<file path="config.mk">
export PLATFORM = sky130hd
export DESIGN_NAME = sample_iid_ter
export DESIGN_NICKNAME = d
export VERILOG_FILES = /design/src/rtl/ntru_pkg.sv /design/src/rtl/mod3_ter.sv /design/src/rtl/sample_iid_ter.sv
export SDC_FILE = /design/constraint.sdc
export NUM_CORES = 2
export LEC_CHECK = 0
export BUFFER_PORTS_ARGS = -buffer_cell sky130_fd_sc_hd__clkbuf_2
export CAP_MARGIN = 20
export CORE_AREA = 2 2 546 548
export DETAILED_ROUTE_END_ITERATION = 8
export DIE_AREA = 0 0 548 550
export PLACE_DENSITY = 0.4
export SLEW_MARGIN = 25
export SYNTH_ARGS = -nofsm -noshare
export SYNTH_HDL_FRONTEND = slang
export SYNTH_SLANG_ARGS = --single-unit
</file>
<file path="constraint.sdc">
create_clock -name clk -period 4.5 [get_ports clk]
set_input_delay 0.225 -clock clk [delete_from_list [all_inputs] [get_ports clk]]
set_output_delay 0.225 -clock clk [all_outputs]
set_load 0.1 [all_outputs]
</file>
<file path="src/rtl/ntru_pkg.sv">
// Shared NTRU datapath definitions: polynomial length, 2-bit ternary
// coefficient encoding {sign, nonzero} and the sampler FSM states.
package ntru_pkg;

    localparam int unsigned N = 701;

    typedef logic [1:0] ter_t;

    localparam ter_t TER_ZERO = 2'b00;
    localparam ter_t TER_POS  = 2'b01;
    localparam ter_t TER_NEG  = 2'b11;

    typedef enum logic [1:0] {
        IDLE,
        RUN,
        DONE
    } sample_state_t;

endpackage

</file>
<file path="src/rtl/mod3_ter.sv">
// Combinational byte -> ternary coefficient, value mod 3.
// Ports:
//   value : 8-bit unsigned input byte
//   ter   : ternary encoding of (value mod 3): 0 -> 00, 1 -> 01, 2 -> 11
module mod3_ter
    import ntru_pkg::*;
(
    input  logic [7:0] value,
    output ter_t       ter
);

    // 4 = 1 (mod 3), so the sum of the base-4 digits keeps the residue.
    logic [3:0] digit_sum;

    always_comb begin
        digit_sum = 4'(value[1:0]) + 4'(value[3:2])
                  + 4'(value[5:4]) + 4'(value[7:6]);
        case (digit_sum)
            4'd0, 4'd3, 4'd6, 4'd9, 4'd12: ter = TER_ZERO;
            4'd1, 4'd4, 4'd7, 4'd10:       ter = TER_POS;
            default:                       ter = TER_NEG;  // 2, 5, 8, 11
        endcase
    end

endmodule

</file>
<file path="src/rtl/sample_iid_ter.sv">
// Samples a ternary polynomial from a stream of uniform random bytes.
// Each accepted byte becomes one coefficient (byte mod 3); coefficients
// 0..N-2 are filled in order, coefficient N-1 stays zero.
// Ports:
//   clk, rst   : clock, synchronous active-high reset
//   start      : request a new polynomial (honoured in IDLE only)
//   rnd_byte   : random byte, qualified by rnd_valid
//   rnd_valid  : rnd_byte valid
//   rnd_ready  : byte accepted this cycle when rnd_valid is high
//   busy       : sampling in progress
//   done       : one-cycle pulse, poly is complete
//   poly       : packed polynomial, coefficient i at poly[2i+2:2i+1]
module sample_iid_ter
    import ntru_pkg::*;
#(
    parameter int unsigned N      = ntru_pkg::N,
    parameter int unsigned BYTE_W = 8
) (
    input  logic              clk,
    input  logic              rst,
    input  logic              start,
    input  logic [BYTE_W-1:0] rnd_byte,
    input  logic              rnd_valid,
    output logic              rnd_ready,
    output logic              busy,
    output logic              done,
    output logic [2*N:1]      poly
);

    localparam int unsigned      IDX_W    = $clog2(N - 1);
    localparam logic [IDX_W-1:0] LAST_IDX = IDX_W'(N - 2);

    sample_state_t    state;
    logic [IDX_W-1:0] idx;
    ter_t             coeff;

    mod3_ter u_mod3 (
        .value (rnd_byte[7:0]),
        .ter   (coeff)
    );

    // Sampler FSM; rnd_ready/busy/done are registered alongside the state.
    always_ff @(posedge clk) begin
        if (rst) begin
            state     <= IDLE;
            idx       <= '0;
            poly      <= '0;
            rnd_ready <= 1'b0;
            busy      <= 1'b0;
            done      <= 1'b0;
        end else begin
            case (state)
                IDLE: begin
                    if (start) begin
                        state     <= RUN;
                        idx       <= '0;
                        poly      <= '0;
                        rnd_ready <= 1'b1;
                        busy      <= 1'b1;
                    end
                end
                RUN: begin
                    if (rnd_valid && rnd_ready) begin
                        poly[2*int'(idx)+1 +: 2] <= coeff;
                        // idx stops at N-2; the top coefficient is never written.
                        if (idx == LAST_IDX) begin
                            state     <= DONE;
                            rnd_ready <= 1'b0;
                            busy      <= 1'b0;
                            done      <= 1'b1;
                        end else begin
                            idx <= idx + IDX_W'(1);
                        end
                    end
                end
                DONE: begin
                    state <= IDLE;
                    done  <= 1'b0;
                end
                default: begin
                    state     <= IDLE;
                    rnd_ready <= 1'b0;
                    busy      <= 1'b0;
                    done      <= 1'b0;
                end
            endcase
        end
    end

endmodule

</file>
### Word-level counts from Yosys, hierarchy flattened

Memories as Yosys holds them, arrays and structs flattened.
Cells that the tools add are included.

| word-level totals | value |
|---|---|
| register bits | 1,416 |
| ROM bits | 32 |
| input port bits | 12 |
| output and inout port bits | 1,405 |
| word-level logic and storage cells | 50 |
| memories | 1 |

| operators by class | value |
|---|---|
| add/sub/neg operators | 6 |
| equal/unequal tests | 7 |
| shift-type cells | 2 |
| mux-type cells | 19 |
| bitwise gates (word level) | 2 |
| reduce and logical (&&, ||, !) cells | 8 |

Memories:

| name | words | bits a word | read ports | clocked after memory_dff | wr ports | RTL line | text |
|---|---|---|---|---|---|---|---|
| (no name shown) | 16 | 2 | 1 | 0 | 0 | mod3_ter.sv:18 | `case (digit_sum)` |

Operators by type and width:

| operator | count |
|---|---|
| 1402-bit two-way mux | 2 |
| 1402-bit case mux with 2 select lines | 1 |
| 2-bit by 33-bit variable shift with 1403-bit output, first input constant | 1 |
| 2-bit by 33-bit indexed part select with 1403-bit output | 1 |
| 1402-bit bitwise mux | 1 |
| 12-bit negation with 33-bit output | 1 |
| 10-bit two-way mux | 3 |
| 10-bit case mux with 2 select lines | 1 |
| 11-bit by 1-bit adder with 12-bit output, second input constant | 1 |
| 10-bit by 1-bit adder with 10-bit output, second input constant | 1 |
| 10-bit equality test, second input constant | 1 |
| 3-bit AND reduction | 3 |
| 4-bit by 2-bit adder with 4-bit output | 2 |
| 2-bit inequality test, second input constant | 4 |
| 4-bit AND reduction | 2 |
| 2-bit two-way mux | 3 |
| 1-bit two-way mux | 5 |
| 2-bit case mux with 2 select lines | 1 |
| 2-bit by 2-bit adder with 3-bit output | 1 |
| 1-bit case mux with 3 select lines | 1 |
| 2-bit by 1-bit equality test with 1-bit output, second input constant | 1 |
| 2-bit equality test, second input constant | 1 |
| 2-bit logical NOT | 1 |
| 1-bit NOT | 2 |
| 3 further kinds | 3 |

### Longest topological paths before layout

An unclocked memory read counts as a cell.

| depth | value |
|---|---|
| word-level depth | 8 |
| depth in mapped cells | 16 |
| mapped depth without buffers | 12 |

### Modules after synthesis

Synthesis repeated with hierarchy kept, for this count alone.

| second synthesis, totals | value |
|---|---|
| cell total of the unflattened synthesis | 7,122 |
| area total of the unflattened synthesis | 63,164.3 um2 |

By module, submodules not included:

| module | instances | cells each | area an instance (um2) | seq. area each (um2) |
|---|---|---|---|---|
| sample_iid_ter | 1 | 7,096 | 62,937.9 | 28,347.2 |
| mod3_ter | 1 | 26 | 226.5 | 0.0 |

### Least setup slack after synthesis

Ideal clock, no wire load.

| path | value |
|---|---|
| kind | input to register |
| start | in rnd_byte[0] |
| end | reg poly[1021] in the netlist's numbering |
| setup time | 136 ps |
| arrival time | 3,528 ps |
| required time | 4,364 ps |
| slack | 836 ps |
| stages on the path | 16 |
| path buffers | 4 |
| cell sequence | ha_1 -> inv_1 -> fa_1 -> inv_1 -> fa_1 -> ha_1 -> inv_1 -> fa_1 -> buf_2 -> nand2b_1 -> o22a_1 -> buf_2 -> buf_2 -> buf_2 -> o211ai_1 -> o21ai_0 |

| on the way | value |
|---|---|
| word-level cells in the longest chain between the ends | 8 |

Ends and longest elaborated chain:

| item | RTL line | text |
|---|---|---|
| from (decl) | sample_iid_ter.sv:22 | `input logic [BYTE_W-1:0] rnd_byte,` |
| 2-bit by 2-bit adder with 3-bit output | mod3_ter.sv:16 | `digit_sum = 4'(value[1:0]) + 4'(value[3:2])` |
| 4-bit by 2-bit adder with 4-bit output (2 in a row) | mod3_ter.sv:17 | `+ 4'(value[5:4]) + 4'(value[7:6]);` |
| memory 16 x 2 bit | - |  |
| 2-bit by 33-bit indexed part select with 1403-bit output | sample_iid_ter.sv:64 | `poly[2*int'(idx)+1 +: 2] <= coeff;` |
| 1402-bit bitwise mux | sample_iid_ter.sv:64 |  |
| 1402-bit two-way mux | sample_iid_ter.sv:63 | `if (rnd_valid && rnd_ready) begin` |
| 1402-bit case mux with 2 select lines | sample_iid_ter.sv:52 | `case (state)` |
| to (signal, indexed assignment) | sample_iid_ter.sv:64 |  |
| to (decl) | sample_iid_ter.sv:27 | `output logic [2*N:1] poly` |

No other way between the ends. The select of a mux whose other input is x is not followed.
A chain may end at the register's enable or synchronous reset.

### Final worst setup path

| path | value |
|---|---|
| start | reg idx[0] |
| end | reg poly[90] in the netlist's numbering |

| on the way | value |
|---|---|
| word-level cells in the longest chain between the ends | 6 |
| elaborated cells between the ends (all ways) | 7 |
| those cells by class | 2 x add/sub; 2 x shift; 3 x mux |

Ends and longest elaborated chain:

| item | RTL line | text |
|---|---|---|
| from (decl) | sample_iid_ter.sv:34 | `logic [IDX_W-1:0] idx;` |
| from (signal assigned) | sample_iid_ter.sv:72 | `idx <= idx + IDX_W'(1);` |
| 11-bit by 1-bit adder with 12-bit output (*) | sample_iid_ter.sv:64 |  |
| 12-bit negation with 33-bit output (*) | sample_iid_ter.sv:64 |  |
| 2-bit by 33-bit indexed part select with 1403-bit output or 2-bit by 33-bit variable shift with 1403-bit output (tied branches) | sample_iid_ter.sv:64 |  |
| 1402-bit bitwise mux (*) | sample_iid_ter.sv:64 |  |
| 1402-bit two-way mux (*) | sample_iid_ter.sv:63 |  |
| 1402-bit case mux with 2 select lines (*) | sample_iid_ter.sv:52 |  |

Every way passes the cells marked *; elsewhere a longest branch is shown, timed or not. The select of a mux whose other input is x is not followed.

==> results.md <==
* Synthesized flop and latch total at 1,416
* Core ar. at just under 300,000 sq um
* RSZ-0062 raised after global routing: no
* PD cells at about 390 nW/um^2
* DR WL/cell at 43.62 microns
* Crit path capture type: register
* Final hold viol count at 0
* Status: complete, no violations
* LEAKAGE at just under 30 nW
* DRT antenna net count at 0
* CP Cell Sequence: inv_1 > ha_2 > nand2b_1 > nor2_1 > nand3_1 > o21ai_0
* DRT iter0 DRCs at between 8,000 and 9,000
* Fill count at 32,070
* Relative slew margins at 17.95%
* Worst hold path class: input pin to register
* H-tree depth at 4
* CTS clk-pin slew, worst paths at 0.06 ns
* GRT overflow at 0
* Clock power share at between 50% and 60%
* Ys Warns at 0
* Hold_ws at 0.1337 ns
* Post-synth EDFFs at 0
* Clock sinks at 1,416
* FF/Latch Area at 28,380 sq um
* Syn Std Cell Area at roughly 58,000 sq um
* Max-Cap Viols at 0
* Clock Skew at 0.05834 ns
* Most frequent cells in the layout: o21ai_0, clkbuf_2, dfxtp_1
* Reported net switching power at 8.518 mW
* Share of flip-flops with an asynchronous set or reset at 0%
* Tot Pwr at 30.56 mW
* Max VDD drop at between 200 and 300 uV
* Internal Power at between 20 and 25 mW
* Startpoint Class: register
* GRT Util Overall at 32.86%
* Reg2Reg Depth at 6
* Sequential share of power at roughly two fifths
* Slew Viols, Final at 0
* Mapped Nets at 6,539
* Worst-Skew Late Latency at 0.91 ns
* Total Wirelength at 519,500 microns
* Pre-antenna DRT Iters at 6
* Top_reg_cell synth: dfxtp_1
* Hold_sp: rnd_valid
* Cell family with most CP delay: simple AND/OR/NAND/NOR gates
* Number of standard cells after synthesis at 6,513
* Gate power share at 8.4%
* FP Rows at 200
* Final GP Congestion at 0.9002
* Setup crit start: idx[0]
* Least-Margin Pin Slew at about 1.2 ns
* DIE HEIGHT at around 550 microns
* Most common cell after layout, fill and taps aside: o21ai_0
* DRC errors left at 0
* Final setup fails at 0
* Vias per std cell at around 5.6
* Syn avg cell area at 8.897 sq um
* Slowest CP cell: nand3_1
* Boundary pin count at 1,417
* Total negative slack at 0 ns
* Global-route wire length before repair at 661,900 microns
* Die Wd at 548 microns
* Pin count of the biggest net entering global routing at 189
* Tmin final at 3.967 ns
* R2R Path Start: idx[0]
* Final Net Count at 7,834
* Max Fclk at approximately 250 MHz
* Clock buffer depth at 4
* CTS buffer count at 180
* HPWL Detailed at 395,200 microns
* Worst Path Buf+Inv at 1
* Distinct cell type count after synthesis at 100
* Share of cells above drive strength 1 at 29.57%
* Period utilisation layout at between 80 and 90%
* CTS tree: built
* Port Buffer Count at around 1,400
* Starting density of the core at between 10% and 20%
* WP data arrival at 4.73 ns
* Max FO, Critical Path at 14
* Die ar. at ~300,000 sq um
* Root buffer cell: clkbuf_16
* Largest stage delay, worst path at 1.03 ns
* Setup CP Type: register to register
* Hold Path Cell Cnt at 4
* Number of cells on the critical path at 6
* Vias in the first global route at 62,500
* Routed vias at 66,820
* Initial antenna violation count at 65
* Sequential share of the synthesized area at 48.92%
* Area of the multi-input gates at 26,890 sq um
* Switch share at 27.87%
* Area growth from synthesis to layout at 34.10%
* Critical Path RT at 5.26 ns
==> logic make-up (layout without fill, tap and decap cells) <==
logic type | Yosys count | in the layout | synth area share [%]
and+or+nand+nor | 1155 | 1155 | 11.61
buffers and inverters | 837 | 2267 | 6.035
other | 0 | 27 | 0
DFF | 1416 | 1416 | 48.92
muxes | 4 | 4 | 0.08636
adders and majority gates | 14 | 14 | 0.3541
AOI/OAI and AO/OA | 3079 | 3079 | 32.87
xor gates and xnor gates | 8 | 8 | 0.1209
==> power groups by stage <==
stage	logic, mW	registers (mW)	clock network [mW]
after floorplan	1.17	12.8	0
after global placement	2.49	12.8	0
after detailed placement	2.49	12.8	0
after CTS	2.50	12.5	15.6
after global routing	2.60	12.5	16.1
final	2.55	12.5	15.5
==> final timing paths <==
check	end	slack, ns
worst max-delay path	poly[90]	0.53
worst min-delay path	busy	0.13
worst max register to register	poly[90]	0.53
worst min register to register	poly[1047]	0.47
==> per-stage QoR <==
stage	utilization, %	instance area (sq um)	instances	setup slack, ns
global route	26.27	77640	11890	0.4616
global placement	24.12	71280	11550	-0.5144
CTS	26.26	77600	11880	0.6688
floorplan	-	57940	6513	0.8356
detailed placement	24.16	71400	11560	-0.007911
finish	26.29	77700	11910	0.5327
==> final cells by class <==
| cell class | instances | area share [%] |
|---|---|---|
| antenna | 27 | 0.08696 |
| clock buffer | 267 | 6.889 |
| clock inverter | 50 | 1.039 |
| inverter | 109 | 0.5266 |
| multi-input combinational | 4260 | 34.61 |
| sequential | 1416 | 36.52 |
| tap | 3939 | 6.343 |
| timing repair buffer | 1841 | 13.99 |
==> cells in the mapped netlist, types with 10 or more instances <==
master     instances  share of area [%]
o21ai_1           79               0.68
a21oi_1          207                1.8
nand4_1           66               0.71
and4b_1           16               0.28
nand2b_1          22               0.24
nand3_1          249                2.2
nand4bb_1         15               0.29
nor4bb_1          16               0.28
inv_1            108               0.70
o2bb2ai_1         72                1.1
dfxtp_1         1416                 49
o311ai_0          12               0.18
nand2_1          221                1.4
buf_4             22               0.29
o41ai_1           23               0.35
nor3_1           152                1.3
nor2b_1           19               0.21
a32o_1            69                1.2
and2_1            15               0.16
nor2_1           143               0.93
a31oi_1          340                3.7
a22o_1           207                3.1
ha_1              10               0.22
nand4b_1          15               0.23
nor4_1            12               0.13
o32ai_1           95                1.4
or3_1             18               0.19
clkbuf_1         464                3.0
nand3b_1          11               0.14
o31ai_1          221                2.9
nor3_2            12               0.21
and3_1            20               0.22
o211ai_1         216                2.8
buf_1             39               0.25
buf_2            191                1.6
o21ai_0         1491                 13
==> worst min-delay path, cell delays in order <==
cell       delay [ns]
clkbuf_2         0.22
and3_1           0.29
and2_1           0.18
a2111oi_0        0.07
==> sequential cells by signal, indices dropped and copies added (netlist names) <==
name and count:
busy 1, idx 10, done 1, state 2
poly 1402
==> repair_timing <==
action,4_1_cts,5_1_grt
endpoints found under the setup margin,0,0
gates resized for setup,0,0
setup buffers,0,0
hold endpoints to repair,8,0
hold buffers,4,0
==> routing by layer <==
layer,part of all wire [%],global-route usage (%)
met5,0.018,0
met4,5.8,16.04
met3,11,11.74
met2,43,50.40
met1,40,40.66
No activity file was read; power rests on OpenSTA's default activity.
